## src/rtl/csr_access_ctrl.sv

```systemverilog
// csr_access_ctrl: multi-cycle initiator between execute and the CSR file.
// Handles one Zicsr / ECALL / MRET request at a time: latches it, sequences
// the CSR read-modify-write or trap/return traffic, then presents a response
// holding the old CSR value and any PC redirect until the consumer takes it.
module csr_access_ctrl #(
  parameter int                    DATA_WIDTH  = 32,
  parameter logic [DATA_WIDTH-1:0] ECALL_CAUSE = DATA_WIDTH'(11)
) (
  input  logic                  clock,
  input  logic                  reset,
  input  logic                  req_valid,
  output logic                  req_ready,
  input  logic [2:0]            req_op,
  input  logic [11:0]           req_csr,
  input  logic [DATA_WIDTH-1:0] req_src,
  input  logic                  req_src_x0,
  input  logic [DATA_WIDTH-1:0] req_pc,
  output logic [11:0]           csr_raddr,
  input  logic [DATA_WIDTH-1:0] csr_rdata,
  output logic                  csr_we,
  output logic [11:0]           csr_waddr,
  output logic [DATA_WIDTH-1:0] csr_wdata,
  output logic                  rsp_valid,
  input  logic                  rsp_ready,
  output logic [DATA_WIDTH-1:0] rsp_rdata,
  output logic                  rsp_redirect,
  output logic [DATA_WIDTH-1:0] rsp_target,
  output logic                  rsp_illegal
);

  localparam logic [2:0]  OP_CSRRW = 3'b001;
  localparam logic [2:0]  OP_CSRRS = 3'b010;
  localparam logic [2:0]  OP_CSRRC = 3'b011;
  localparam logic [2:0]  OP_ECALL = 3'b100;
  localparam logic [2:0]  OP_MRET  = 3'b101;

  localparam logic [11:0] CSR_MSTATUS   = 12'h300;
  localparam logic [11:0] CSR_MTVEC     = 12'h305;
  localparam logic [11:0] CSR_MEPC      = 12'h341;
  localparam logic [11:0] CSR_MCAUSE    = 12'h342;
  localparam logic [11:0] CSR_MVENDORID = 12'hF11;
  localparam logic [11:0] CSR_MARCHID   = 12'hF12;

  typedef enum logic [2:0] {
    IDLE,
    RD,
    WR,
    EPC,
    CAUSE,
    VEC,
    RESP
  } state_t;

  state_t state, next_state;

  logic [2:0]            op_q;
  logic [11:0]           csr_q;
  logic [DATA_WIDTH-1:0] src_q;
  logic                  src_x0_q;
  logic [DATA_WIDTH-1:0] pc_q;

  logic [DATA_WIDTH-1:0] rsp_rdata_q;
  logic [DATA_WIDTH-1:0] rsp_target_q;
  logic                  rsp_redirect_q;
  logic                  rsp_illegal_q;

  logic accept;
  logic in_zicsr;
  logic in_known;
  logic in_csr_supported;
  logic in_csr_readonly;
  logic in_writes;
  logic in_illegal;
  logic q_set_clear;

  // Classify the incoming request so the IDLE decision and latched flags agree.
  always_comb begin
    in_zicsr         = (req_op == OP_CSRRW) || (req_op == OP_CSRRS) || (req_op == OP_CSRRC);
    in_known         = in_zicsr || (req_op == OP_ECALL) || (req_op == OP_MRET);
    in_csr_readonly  = (req_csr == CSR_MVENDORID) || (req_csr == CSR_MARCHID);
    in_csr_supported = in_csr_readonly || (req_csr == CSR_MSTATUS) || (req_csr == CSR_MTVEC) ||
                       (req_csr == CSR_MEPC) || (req_csr == CSR_MCAUSE);
    in_writes        = (req_op == OP_CSRRW) || !req_src_x0;
    in_illegal       = !in_known ||
                       (in_zicsr && (!in_csr_supported || (in_csr_readonly && in_writes)));
    q_set_clear      = (op_q == OP_CSRRS) || (op_q == OP_CSRRC);
  end

  assign accept = req_valid && req_ready;

  // State register; reset parks the machine in IDLE straight away.
  always_ff @(posedge clock or negedge reset) begin
    if (!reset) begin
      state <= IDLE;
    end else begin
      state <= next_state;
    end
  end

  // Next-state logic plus every port the current state drives.
  always_comb begin
    next_state = state;
    req_ready  = 1'b0;
    rsp_valid  = 1'b0;
    csr_raddr  = 12'h000;
    csr_we     = 1'b0;
    csr_waddr  = 12'h000;
    csr_wdata  = '0;
    case (state)
      IDLE: begin
        // reset is active-low, so this keeps ready low while reset is held
        req_ready = reset;
        if (accept) begin
          if (in_illegal) begin
            next_state = RESP;
          end else if (in_zicsr) begin
            next_state = RD;
          end else if (req_op == OP_ECALL) begin
            next_state = EPC;
          end else begin
            next_state = VEC;
          end
        end
      end
      RD: begin
        csr_raddr = csr_q;
        if (q_set_clear && src_x0_q) begin
          next_state = RESP;
        end else begin
          next_state = WR;
        end
      end
      WR: begin
        csr_we    = 1'b1;
        csr_waddr = csr_q;
        case (op_q)
          OP_CSRRS: csr_wdata = rsp_rdata_q | src_q;
          OP_CSRRC: csr_wdata = rsp_rdata_q & ~src_q;
          default:  csr_wdata = src_q;
        endcase
        next_state = RESP;
      end
      EPC: begin
        csr_we     = 1'b1;
        csr_waddr  = CSR_MEPC;
        csr_wdata  = pc_q;
        next_state = CAUSE;
      end
      CAUSE: begin
        csr_we     = 1'b1;
        csr_waddr  = CSR_MCAUSE;
        csr_wdata  = ECALL_CAUSE;
        next_state = VEC;
      end
      VEC: begin
        csr_raddr  = (op_q == OP_ECALL) ? CSR_MTVEC : CSR_MEPC;
        next_state = RESP;
      end
      RESP: begin
        rsp_valid = 1'b1;
        if (rsp_ready) begin
          next_state = IDLE;
        end
      end
      default: next_state = IDLE;
    endcase
  end

  // Latch the request on acceptance and build up the response fields as the sequence runs.
  always_ff @(posedge clock or negedge reset) begin
    if (!reset) begin
      op_q           <= 3'b000;
      csr_q          <= 12'h000;
      src_q          <= '0;
      src_x0_q       <= 1'b0;
      pc_q           <= '0;
      rsp_rdata_q    <= '0;
      rsp_target_q   <= '0;
      rsp_redirect_q <= 1'b0;
      rsp_illegal_q  <= 1'b0;
    end else begin
      case (state)
        IDLE: begin
          if (accept) begin
            op_q           <= req_op;
            csr_q          <= req_csr;
            src_q          <= req_src;
            src_x0_q       <= req_src_x0;
            pc_q           <= req_pc;
            rsp_rdata_q    <= '0;
            rsp_target_q   <= '0;
            rsp_redirect_q <= 1'b0;
            rsp_illegal_q  <= in_illegal;
          end
        end
        RD: begin
          rsp_rdata_q <= csr_rdata;
        end
        VEC: begin
          rsp_redirect_q <= 1'b1;
          rsp_target_q   <= (op_q == OP_ECALL) ? (csr_rdata & ~DATA_WIDTH'(3)) : csr_rdata;
        end
        default: begin
        end
      endcase
    end
  end

  assign rsp_rdata    = rsp_rdata_q;
  assign rsp_target   = rsp_target_q;
  assign rsp_redirect = rsp_redirect_q;
  assign rsp_illegal  = rsp_illegal_q;

endmodule

```

## config.mk

```make
export PLATFORM = sky130hd
export DESIGN_NAME = csr_access_ctrl
export DESIGN_NICKNAME = d
export VERILOG_FILES = /design/src/rtl/csr_access_ctrl.sv
export SDC_FILE = /design/constraint.sdc
export NUM_CORES = 1
export LEC_CHECK = 0
export ABC_AREA = 1
export CORE_ASPECT_RATIO = 1.75
export CORE_MARGIN = 2
export CORE_UTILIZATION = 46
export CTS_BUF_LIST = sky130_fd_sc_hd__clkbuf_16
export CTS_CLUSTER_SIZE = 14
export DETAILED_ROUTE_END_ITERATION = 7
export GPL_TIMING_DRIVEN = 0
export HOLD_SLACK_MARGIN = 0.03
export PLACE_DENSITY = 0.83
export SLEW_MARGIN = 25
export SYNTH_ARGS = -nofsm -noshare
export SYNTH_HDL_FRONTEND = slang
export SYNTH_SLANG_ARGS = --single-unit
```

## constraint.sdc

```tcl
create_clock -name clock -period 1.7 [get_ports clock]
set_clock_uncertainty 0.1 [all_clocks]
set_input_delay 0.34 -clock clock [delete_from_list [all_inputs] [get_ports clock]]
set_output_delay 0.34 -clock clock [all_outputs]
set_load 0.02 [all_outputs]
```

==> results of run 1 <==
-- cells by family (layout without fill, tap and decap cells) --
group           after synthesis  after routing  share of synthesized area, %
compound gates              127            127                          11.0
buf+inv                     149            537                          9.24
flops                       149            149                          53.9
other cells                   0              8                             0
simple gates                453            453                          25.8
-- layer usage --
layer | wire length (um) | track usage (%) | share of wire (%)
met5 | 111 | 0 | 0.22
met4 | 8100 | 40.5 | 16
met3 | 6780 | 16.5 | 13
met2 | 21500 | 76.4 | 42
met1 | 14300 | 47.4 | 28
-- final timing paths --
kind,startpoint,end,slack [ns],cells after the start
setup / recovery,op_q[2],csr_wdata[26],-0.93,9
hold / removal,reset,rsp_target[2],-0.24,1
setup reg to reg,state[0],src_q[21],-0.76,14
hold reg to reg,rsp_target[19],rsp_target[19],0.42,2
max in group asynchronous,reset,src_q[21],0.93,2
min in group clock,req_src[22],src_q[22],0.36,3
-- sequential cells by signal (all words and copies together), names as in the netlist --
signal	cells
pc_q	32
rsp_rdata	32
rsp_target	32
src_q	32
csr_q	12
op_q	3
state	3
rsp_illegal	1
rsp_redirect	1
src_x0_q	1
-- synthesized netlist by cell type --
cell	instances
sky130_fd_sc_hd__o211ai_1	32
sky130_fd_sc_hd__and2_4	1
sky130_fd_sc_hd__a211oi_1	1
sky130_fd_sc_hd__buf_1	1
sky130_fd_sc_hd__buf_6	6
sky130_fd_sc_hd__nor4_1	1
sky130_fd_sc_hd__a311oi_1	1
sky130_fd_sc_hd__inv_1	96
sky130_fd_sc_hd__nor2_2	1
sky130_fd_sc_hd__a21oi_1	7
sky130_fd_sc_hd__nand3_1	41
sky130_fd_sc_hd__inv_2	6
sky130_fd_sc_hd__nor2_4	1
sky130_fd_sc_hd__nor3_2	1
sky130_fd_sc_hd__o21ai_1	4
sky130_fd_sc_hd__nor3_1	2
sky130_fd_sc_hd__nor2_1	60
sky130_fd_sc_hd__o22ai_1	33
sky130_fd_sc_hd__clkbuf_1	14
sky130_fd_sc_hd__nand2_2	2
sky130_fd_sc_hd__o21ai_0	49
sky130_fd_sc_hd__nand2_1	342
sky130_fd_sc_hd__nand4_1	1
sky130_fd_sc_hd__buf_2	25
sky130_fd_sc_hd__dfrtp_1	149
sky130_fd_sc_hd__buf_4	1
-- area by class of cell --
cell class / count / area [um^2]
Timing Repair Buffer: 361 / 4050
Buffer: 42 / 588
Antenna cell: 8 / 20.0
Tap cell: 183 / 229
Sequential cell: 149 / 3730
Multi-Input combinational cell: 580 / 4270
Inverter: 102 / 423
Clock inverter: 15 / 121
Clock buffer: 17 / 425
Fill cell: 420 / 902
-- power groups by stage --
| stage | Sequential [mW] | Clock (mW) | Combinational [mW] |
|---|---|---|---|
| 4_1_cts | 6.04 | 3.53 | 11.0 |
| 3_5_place_dp | 5.99 | 0 | 7.86 |
| 6_report | 6.81 | 3.77 | 14.9 |
| 5_1_grt | 6.77 | 3.84 | 15.1 |
| 3_3_place_gp | 5.93 | 0 | 7.68 |
| 2_1_floorplan | 6.46 | 0 | 3.68 |
-- metrics by stage --
stage / utilization (%) / area (um^2)
CTS: 85.3 / 12600
floorplan: - / 7020
detailed placement: 65.6 / 9680
global placement: 65.3 / 9650
finish: 93.9 / 13900
global route: 93.8 / 13900
-- what timing repair did --
item	CTS	global route
gates resized for setup	796	331
gates cloned	24	4
pin swaps	48	70
endpoints found under the setup margin	262	208
endpoints found under the hold margin	78	78
setup buffers	66	46
==> impl_summary.log, run 1 <==
[metrics] post-route DRC violation count: between 50 and 60
[metrics] top library cells by usage in the layout, fill and taps aside: 147 x sky130_fd_sc_hd__dfrtp_1, 144 x sky130_fd_sc_hd__nand2_1, 137 x sky130_fd_sc_hd__nand2_2, 114 x sky130_fd_sc_hd__clkdlybuf4s50_1, 105 x sky130_fd_sc_hd__buf_6
[metrics] routed vias: 10300
[metrics] relative area change from synthesis to final layout: 100%
[metrics] critical setup path kind: reg -> out
[metrics] worst-margin pin slew: 0.729 ns
[metrics] number of port buffers: 240
[metrics] initial drt markers: about 1700
[metrics] Lkg Pwr: 6.96 nW
[metrics] nature of the critical path endpoint: output pin
[metrics] clock period minus final worst setup slack: 2.63 ns
[metrics] total negative slack: -123.02 ns
[metrics] Detailed Routing Iterations Pass 1: 8
[metrics] total number of placement rows: 59
[metrics] remaining global-route overflow: 0
[metrics] clock power share: 14.8%
[metrics] Final Hold Violating Endpoints: roughly 80
[metrics] via count of the first global-routing pass: about 9400
[metrics] flip-flop and latch count after synthesis: 149
[metrics] chain of cells forming the critical path: nor2_4, inv_4, nor2_4, buf_12, buf_8, nand2_2, o211ai_1, nand2_2, buf_6
[metrics] Post-Synthesis Cell Area: between 0.006 and 0.007 mm^2
[metrics] Num Clock Sinks: around 150
[metrics] half-perimeter wire length of the detailed placement result: between 15 and 20 mm
[metrics] final setup violation count: 210
[metrics] maximum clock rate: approximately 380 MHz
[metrics] synthesized instance count: about 880
[metrics] cell at the slowest stage of the critical path: sky130_fd_sc_hd__dfrtp_1
[metrics] crit path max fanout: 5
[metrics] die outline height: about 170 um
[metrics] Clock Latency Late Sink: ~0.45 ns
[metrics] share of the synthesized area in the top cell type: between 50 and 60%
[metrics] non-filler cells in the finished layout: 1457
[metrics] startpoint type of the worst setup path: register
[metrics] maxcap violations: 0
[metrics] post-place setup slack: -1.02 ns
[metrics] Max Transition Viols Final: 0
[metrics] Max Root-Sink Buffers: 2
[metrics] headroom to the max-slew limit: 51.4%
[metrics] Routed Antenna Nets: 0
[metrics] DR vias/cell: just over 7
[metrics] count of yosys warnings during synthesis: 0
[metrics] clock transition at the registers of the reported paths: ~0.08 ns
[metrics] layout cell share with drive strength beyond 1: 47.2%
[metrics] buffer cell driving the clock tree root: sky130_fd_sc_hd__clkbuf_16
[metrics] routability cong.: 0.917
[metrics] overall die width: around 97 um
[metrics] number of placed cells counting well taps: 1302
[metrics] share of synthesized area occupied by flip-flops and latches: a little over half
[metrics] arrival time of data at the critical path endpoint: roughly 2.2 ns
[metrics] final worst path period share: 155%
[metrics] maximum cell stage delay along the critical path: ~0.45 ns
[metrics] TritonCTS clock tree: yes
[metrics] layout net count: roughly 1400
[metrics] largest delay contributor family on the critical path: simple AND/OR/NAND/NOR gates
[metrics] average wire per standard cell: between 30 and 40 um
[metrics] net switching fraction of the power: approximately 49%
[metrics] effective utilization at floorplan: a little under half
[metrics] failing checks: DRC, hold timing, setup timing
[metrics] global router's overall resource usage: 47.0%
[metrics] number of H-tree levels: 4
[metrics] global-route wire length before repair: ~57 mm
[metrics] Post-Route WL: just over 50 mm
[metrics] Synth area leaders: sky130_fd_sc_hd__dfrtp_1 54%, sky130_fd_sc_hd__nand2_1 19%, sky130_fd_sc_hd__inv_1 5.2%
[metrics] post-route total power: roughly 25 mW
[metrics] worst hold margin: -0.242 ns
[metrics] Die Area: between 0.015 and 0.02 mm^2
[metrics] run status: finished with violations
[metrics] pin count of the biggest net entering global routing: 81
[metrics] Comb power frac: around three fifths
[metrics] initial antenna violation count: 7
[metrics] number of buffers added by the clock tree synthesis step: 17
[metrics] worst min path class: in -> async
[metrics] biggest area consumer among synthesized cells: sky130_fd_sc_hd__dfrtp_1
[metrics] post-synthesis average cell area: a little under 8 um^2
[metrics] maximum resistive drop on vdd: 0.00124 V
[metrics] core region area: between 0.01 and 0.015 mm^2
[metrics] most common cell after layout, fill and taps aside: sky130_fd_sc_hd__dfrtp_1
[metrics] combined buffer and inverter count along the critical path: 4
[metrics] power spent charging and discharging nets: between 10 and 15 mW
[metrics] relative contribution of sequential cells to total power: 26.8%
[metrics] Power Density: 1840 mW/mm^2
[metrics] synthesized netlist net count: roughly 990
[metrics] CP Data Required Time: around 1.3 ns
[metrics] slack of the critical path: -0.932 ns
[metrics] setup repair after global routing missed its margin: yes
[metrics] I/O pin count: about 240
[metrics] Cell Int Power: between 10 and 15 mW
[metrics] synth unique cells: 26
No activity file was read; power rests on OpenSTA's default activity.
==> inputs of run 2 (changes only) <==
CELL_PAD_IN_SITES_DETAIL_PLACEMENT = 0   (was unset)
CELL_PAD_IN_SITES_GLOBAL_PLACEMENT = 1   (was unset)
CORE_UTILIZATION = 32   (was 46)
PLACE_DENSITY = 0.82   (was 0.83)
==> run 2 against run 1 <==
The flow finishes with violations (hold timing, setup timing). Maximum frequency is 9.4% higher. Worst hold slack better by 0.010 ns. Sequential power is 8.1% lower. Final area is 4.8% lower. Flip-flop and latch count stayed put. Worst setup slack better by 0.23 ns. Non-clock buffer count is 22 lower.
==> impl_summary.log, run 2 (synthesized netlist as in run 1, its figures left out) <==
[metrics] run status: finished with violations
[metrics] failing checks: hold timing, setup timing
[metrics] DR vias/cell: around 5.0
[metrics] average wire per standard cell: between 20 and 25 um
[metrics] post-route DRC violation count: 0
[metrics] headroom to the max-slew limit: between 50 and 60%
[metrics] final setup violation count: roughly 210
[metrics] power spent charging and discharging nets: about 9.1 mW
[metrics] number of H-tree levels: 4
[metrics] core region area: approximately 0.021 mm^2
[metrics] most common cell after layout, fill and taps aside: sky130_fd_sc_hd__nand2_1
[metrics] routed vias: ~7500
[metrics] half-perimeter wire length of the detailed placement result: roughly 20 mm
[metrics] top library cells by usage in the layout, fill and taps aside: 191 x sky130_fd_sc_hd__nand2_1, 147 x sky130_fd_sc_hd__dfrtp_1, 117 x sky130_fd_sc_hd__nand2_2, 114 x sky130_fd_sc_hd__clkdlybuf4s50_1, 93 x sky130_fd_sc_hd__inv_1
[metrics] number of placed cells counting well taps: 1374
[metrics] global router's overall resource usage: about a quarter
[metrics] Comb power frac: 53.7%
[metrics] remaining global-route overflow: 0
[metrics] Max Transition Viols Final: 0
[metrics] Cell Int Power: ~13 mW
[metrics] number of buffers added by the clock tree synthesis step: 17
[metrics] clock period minus final worst setup slack: 2.41 ns
[metrics] clock power share: between 10% and 20%
[metrics] setup repair after global routing missed its margin: yes
[metrics] Lkg Pwr: 6.47 nW
[metrics] Final Util: between 60% and 70%
[metrics] crit path max fanout: 7
[metrics] routability cong.: between 0.8 and 0.9
[metrics] Detailed Routing Iterations Pass 1: 5
[metrics] Num Clock Sinks: 149
[metrics] layout cell share with drive strength beyond 1: 40.7%
[metrics] number of port buffers: 240
[metrics] Die Area: about 0.023 mm^2
[metrics] Final Hold Violating Endpoints: 64
[metrics] initial drt markers: 518
[metrics] CP Data Required Time: ~1.3 ns
[metrics] pin count of the biggest net entering global routing: 86
[metrics] maximum clock rate: 416 MHz
[metrics] worst hold margin: -0.231 ns
[metrics] slack of the critical path: -0.707 ns
[metrics] overall die width: between 100 and 150 um
[metrics] Routed Antenna Nets: 0
[metrics] critical setup path kind: reg -> out
[metrics] clock transition at the registers of the reported paths: roughly 0.070 ns
[metrics] dpl cell area: about 0.01 mm^2
[metrics] total number of placement rows: 71
[metrics] relative area change from synthesis to final layout: 90.8%
[metrics] global-route wire length before repair: between 40 and 50 mm
[metrics] final worst path period share: 142%
[metrics] initial antenna violation count: 1
[metrics] die outline height: around 200 um
[metrics] via count of the first global-routing pass: 7524
[metrics] number of fillers in the final layout: around 1800
[metrics] buffer cell driving the clock tree root: sky130_fd_sc_hd__clkbuf_16
[metrics] Power Density: between 1500 and 2000 mW/mm^2
[metrics] Clock Latency Late Sink: 0.43 ns
[metrics] maxcap violations: 0
[metrics] worst-margin pin slew: 0.683 ns
[metrics] Post-Route WL: 30.5 mm
[metrics] layout net count: between 1000 and 1500
[metrics] effective utilization at floorplan: between 30% and 40%
[metrics] Max Root-Sink Buffers: 2
[metrics] relative contribution of sequential cells to total power: between 20% and 30%
[metrics] design area: about 0.013 mm^2
[metrics] net switching fraction of the power: between 40 and 50%
[metrics] nature of the critical path endpoint: output pin
[metrics] maximum resistive drop on vdd: ~0.0012 V
[metrics] startpoint type of the worst setup path: register
[metrics] TritonCTS clock tree: yes
[metrics] arrival time of data at the critical path endpoint: between 1.5 and 2 ns
[metrics] I/O pin count: roughly 240
[metrics] worst min path class: in -> async
[metrics] non-filler cells in the finished layout: roughly 1500
-- run 2: cell count changes in the layout (fill, tap and decap cells not counted), sizes merged --
cell / previous run / this run
buf: 209 / 181
clkbuf: 30 / 37
diode: 8 / 1
inv: 106 / 101
bufinv: 0 / 4
clkinv: 9 / 7
bufbuf: 1 / 0
-- run 2: per-stage QoR --
step / power (mW) / hold WS, ns / setup slack [ns] / setup TNS [ns]
after floorplan: 10.1 / -0.0556 / -0.145 / -0.535
after global placement: 13.8 / 0.358 / -6.11 / -1835.62
after detailed placement: 13.9 / 0.228 / -1.04 / -81.92
after CTS: 20.2 / -0.223 / -0.674 / -58.87
after global routing: 23.0 / -0.195 / -0.741 / -116.17
final: 21.9 / -0.231 / -0.707 / -103.44
-- run 2: routing by layer --
layer  share of wire, %  up-vias  global-route usage, %
li1                   -     3492                      -
met1                 35     3612                   27.7
met2                 54      300                   47.4
met3                4.5       91                   3.93
met4                6.3        0                   14.1
met5                  0        -                      0
-- run 2: power groups by stage --
| stage | clock network, mW | logic (mW) | registers [mW] |
|---|---|---|---|
| 2_1_floorplan | 0 | 3.68 | 6.46 |
| 3_3_place_gp | 0 | 7.85 | 5.94 |
| 3_5_place_dp | 0 | 7.91 | 6.00 |
| 4_1_cts | 3.93 | 10.2 | 6.06 |
| 5_1_grt | 4.07 | 12.5 | 6.41 |
| 6_report | 3.89 | 11.8 | 6.26 |
-- run 2: final timing paths --
path | slack, ns | cells past startpoint | startpoint | endpoint
min | -0.23 | 1 | reset | rsp_illegal
min in group clock | 0.35 | 3 | req_pc[17] | pc_q[17]
max | -0.71 | 10 | op_q[1] | csr_wdata[13]
max reg2reg | -0.58 | 17 | state[0] | pc_q[7]
max in group asynchronous | 0.87 | 2 | reset | pc_q[28]
min reg2reg | 0.38 | 2 | pc_q[25] | pc_q[25]
-- run 2: worst max-delay path, stage by stage (launching register included) --
cell and delay [ns]:
sky130_fd_sc_hd__dfrtp_1 0.39, sky130_fd_sc_hd__inv_2 0.07, sky130_fd_sc_hd__nor2_4 0.15, sky130_fd_sc_hd__inv_4 0.08, sky130_fd_sc_hd__nor2_4 0.11, sky130_fd_sc_hd__buf_12 0.14
sky130_fd_sc_hd__buf_6 0.13, sky130_fd_sc_hd__nand2_1 0.05, sky130_fd_sc_hd__o211ai_1 0.17, sky130_fd_sc_hd__nand2_2 0.09, sky130_fd_sc_hd__buf_6 0.15
-- run 2: what timing repair did --
item | in CTS | in global routing
pin swaps | 44 | 43
cloned | 25 | 4
buffers inserted | 55 | 30
endpoints found under the hold margin | 64 | 64
gates resized for setup | 715 | 245
endpoints found under the setup margin | 264 | 208
-- run 2: final cells by class --
class | instances | area, um^2 | share of cell area [%]
Inverter | 102 | 423 | 3.20
Antenna cell | 1 | 2.50 | 0.0190
Tap cell | 255 | 319 | 2.42
Sequential cell | 149 | 3730 | 28.3
Timing Repair Buffer | 337 | 3700 | 28.0
Multi-Input combinational cell | 580 | 3840 | 29.1
Clock buffer | 17 | 425 | 3.22
Clock inverter | 12 | 165 | 1.25
Buffer | 44 | 599 | 4.54
==> inputs of run 3 (changes only) <==
CAP_MARGIN = 15   (was unset)
SLEW_MARGIN = 20   (was 25)
clock period = 2.7 ns   (was 1.7 ns; I/O delays follow)
==> run 3 against run 2 <==
Flip-flop and latch count stayed put. Routed wire length is 18% lower. Worst setup slack better by 0.76 ns. Global-route usage is 3.5 points lower. Die area stayed put. Clock power down 42%. Combinational power is 58% lower. Total power shrank 50%. Sequential share of layout area up 7.7 points. Non-clock buffer count shrank 88. The flow now finishes without violations. Sequential power decreased by 40%.
==> impl_summary.log, run 3 (synthesized netlist as in run 1, its figures left out) <==
[metrics] run status: complete, no violations
[metrics] area of the multi-input gates: around 0.0026 mm^2
[metrics] via count of the first global-routing pass: slightly below 7000
[metrics] I/O pin count: 241
[metrics] Num Clock Sinks: 149
[metrics] initial antenna violation count: 3
[metrics] total number of placement rows: between 70 and 80
[metrics] Max Root-Sink Buffers: 2
[metrics] number of port buffers: 240
[metrics] crit path max fanout: 10
[metrics] Cell Int Power: 6.33 mW
[metrics] met2 Resource Use GR: between 40 and 50%
[metrics] power spent charging and discharging nets: 4.58 mW
[metrics] global-route wire length before repair: between 30 and 40 mm
[metrics] number of H-tree levels: 4
[metrics] number of placed cells counting well taps: 1374
[metrics] Power Density: approximately 1100 mW/mm^2
[metrics] clock period minus final worst setup slack: 2.64 ns
[metrics] setup repair after global routing missed its margin: yes
[metrics] number of fillers in the final layout: between 2000 and 2500
[metrics] clock transition at the registers of the reported paths: 0.06 ns
[metrics] die outline height: a little under 200 um
[metrics] maxcap violations: 0
[metrics] Comb power frac: a little under half
[metrics] pin count of the biggest net entering global routing: 82
[metrics] global-route met3 utilization: 3.14%
[metrics] total negative slack: 0 ns
[metrics] headroom to the max-slew limit: approximately 64%
[metrics] layout cell share with drive strength beyond 1: 11.5%
[metrics] relative contribution of sequential cells to total power: about 34%
[metrics] most common cell after layout, fill and taps aside: sky130_fd_sc_hd__nand2_1
[metrics] buffer cell driving the clock tree root: sky130_fd_sc_hd__clkbuf_16
[metrics] worst hold margin: between 0.02 and 0.03 ns
[metrics] R2R Setup Slk: roughly 0.84 ns
[metrics] worst min path class: in -> async
[metrics] maximum resistive drop on vdd: approximately 0.00043 V
[metrics] critical setup path kind: reg -> out
[metrics] initial drt markers: ~410
[metrics] Max Transition Viols Final: 0
[metrics] remaining global-route overflow: 0
[metrics] Final Hold Violating Endpoints: 0
[metrics] Routed Antenna Nets: 0
[metrics] final setup violation count: 0
[metrics] layer carrying the most global-route usage: met2
[metrics] layout net count: 1259
[metrics] routed vias: 6702
[metrics] maximum clock rate: around 380 MHz
[metrics] non-filler cells in the finished layout: around 1400
[metrics] arrival time of data at the critical path endpoint: ~2.0 ns
[metrics] Detailed Routing Iterations Pass 1: 7
[metrics] half-perimeter wire length of the detailed placement result: roughly 20 mm
[metrics] clock power share: 20.7%
[metrics] startpoint type of the worst setup path: register
[metrics] global router's overall resource usage: 22.2%
[metrics] overall die width: 115 um
[metrics] final worst path period share: between 90 and 100%
[metrics] Die Area: ~0.023 mm^2
[metrics] net switching fraction of the power: a little over two fifths
[metrics] average wire per standard cell: between 15 and 20 um
[metrics] number of cells traversed by the worst register-to-register path: 8
[metrics] post-route total power: between 10 and 15 mW
[metrics] TritonCTS clock tree: yes
[metrics] nature of the critical path endpoint: output pin
[metrics] routability cong.: 0.854
[metrics] effective utilization at floorplan: approximately a third
[metrics] core region area: roughly 0.021 mm^2
[metrics] met1 layer usage reported by global route: 25.2%
[metrics] Clock Latency Late Sink: approximately 0.42 ns
[metrics] Post-Route WL: about 25 mm
[metrics] Lkg Pwr: 5.15 nW
[metrics] DR vias/cell: approximately 4.7
[metrics] worst-margin pin slew: between 0.5 and 0.6 ns
[metrics] number of buffers added by the clock tree synthesis step: 17
[metrics] top library cells by usage in the layout, fill and taps aside: 341 x sky130_fd_sc_hd__nand2_1, 183 x sky130_fd_sc_hd__clkdlybuf4s50_1, 148 x sky130_fd_sc_hd__dfrtp_1, 94 x sky130_fd_sc_hd__inv_1, 56 x sky130_fd_sc_hd__nor2_1
[metrics] post-route DRC violation count: 0
[metrics] relative area change from synthesis to final layout: 50.0%
[metrics] CP Data Required Time: roughly 2 ns
[metrics] area of all sequential standard cells: ~0.0037 mm^2
[run 3: power by group through the flow]
stage                     Combinational [mW]  Clock (mW)  Sequential, mW
after floorplan                         2.25           0            4.07
after global placement                  4.92           0            3.71
after detailed placement                4.96           0            3.74
after CTS                               4.91        2.30            3.72
after global routing                    5.39        2.39            3.85
final                                   4.93        2.25            3.73
[run 3: final timing paths]
path                           from             end
min in group clock         pc_q[25]        pc_q[25]
min reg2reg                pc_q[25]        pc_q[25]
max reg2reg                state[0]  rsp_target[15]
min                           reset        csr_q[5]
max in group asynchronous     reset       src_q[21]
max                        state[0]   csr_wdata[31]
[run 3: metal layers]
metal,part of all wire [%],up-vias
met5,0,-
met4,3.7,0
met3,3.6,45
met2,54,228
met1,39,3120
li1,-,3309
[run 3: critical path, cell delays in order (launching register included)]
cell	delay, ns
sky130_fd_sc_hd__dfrtp_1	0.39
sky130_fd_sc_hd__inv_2	0.10
sky130_fd_sc_hd__nor3_4	0.36
sky130_fd_sc_hd__clkbuf_4	0.31
sky130_fd_sc_hd__nand2_1	0.07
sky130_fd_sc_hd__nand2_1	0.06
sky130_fd_sc_hd__clkdlybuf4s15_2	0.29
[run 3: what timing repair did]
item | 4_1_cts | 5_1_grt
endpoints found under the hold margin | 68 | 21
setup endpoints to repair | 53 | 39
buffers inserted | 0 | 1
gates cloned | 0 | 2
pin swaps | 1 | 2
resized for setup | 144 | 50
[run 3: final cells by class]
class | count | share of cell area, %
diodes | 3 | 0.0724
plain buffers | 46 | 3.03
clock buffers | 17 | 4.10
clock inverters | 15 | 1.19
inverters | 102 | 3.74
multi-input cells | 580 | 25.0
flip-flops and latches | 149 | 36.0
well taps | 255 | 3.08
repair buffers | 247 | 23.8
[run 3: metrics by stage]
step                area (um^2)  worst slack [ns]  utilization (%)
finish                    10400            0.0573             48.7
global route              10400           -0.0656             48.7
CTS                       10300           -0.0147             48.3
detailed placement         9670            -0.243             45.4
global placement           9640             -5.34             45.2
floorplan                  6920             0.655                -
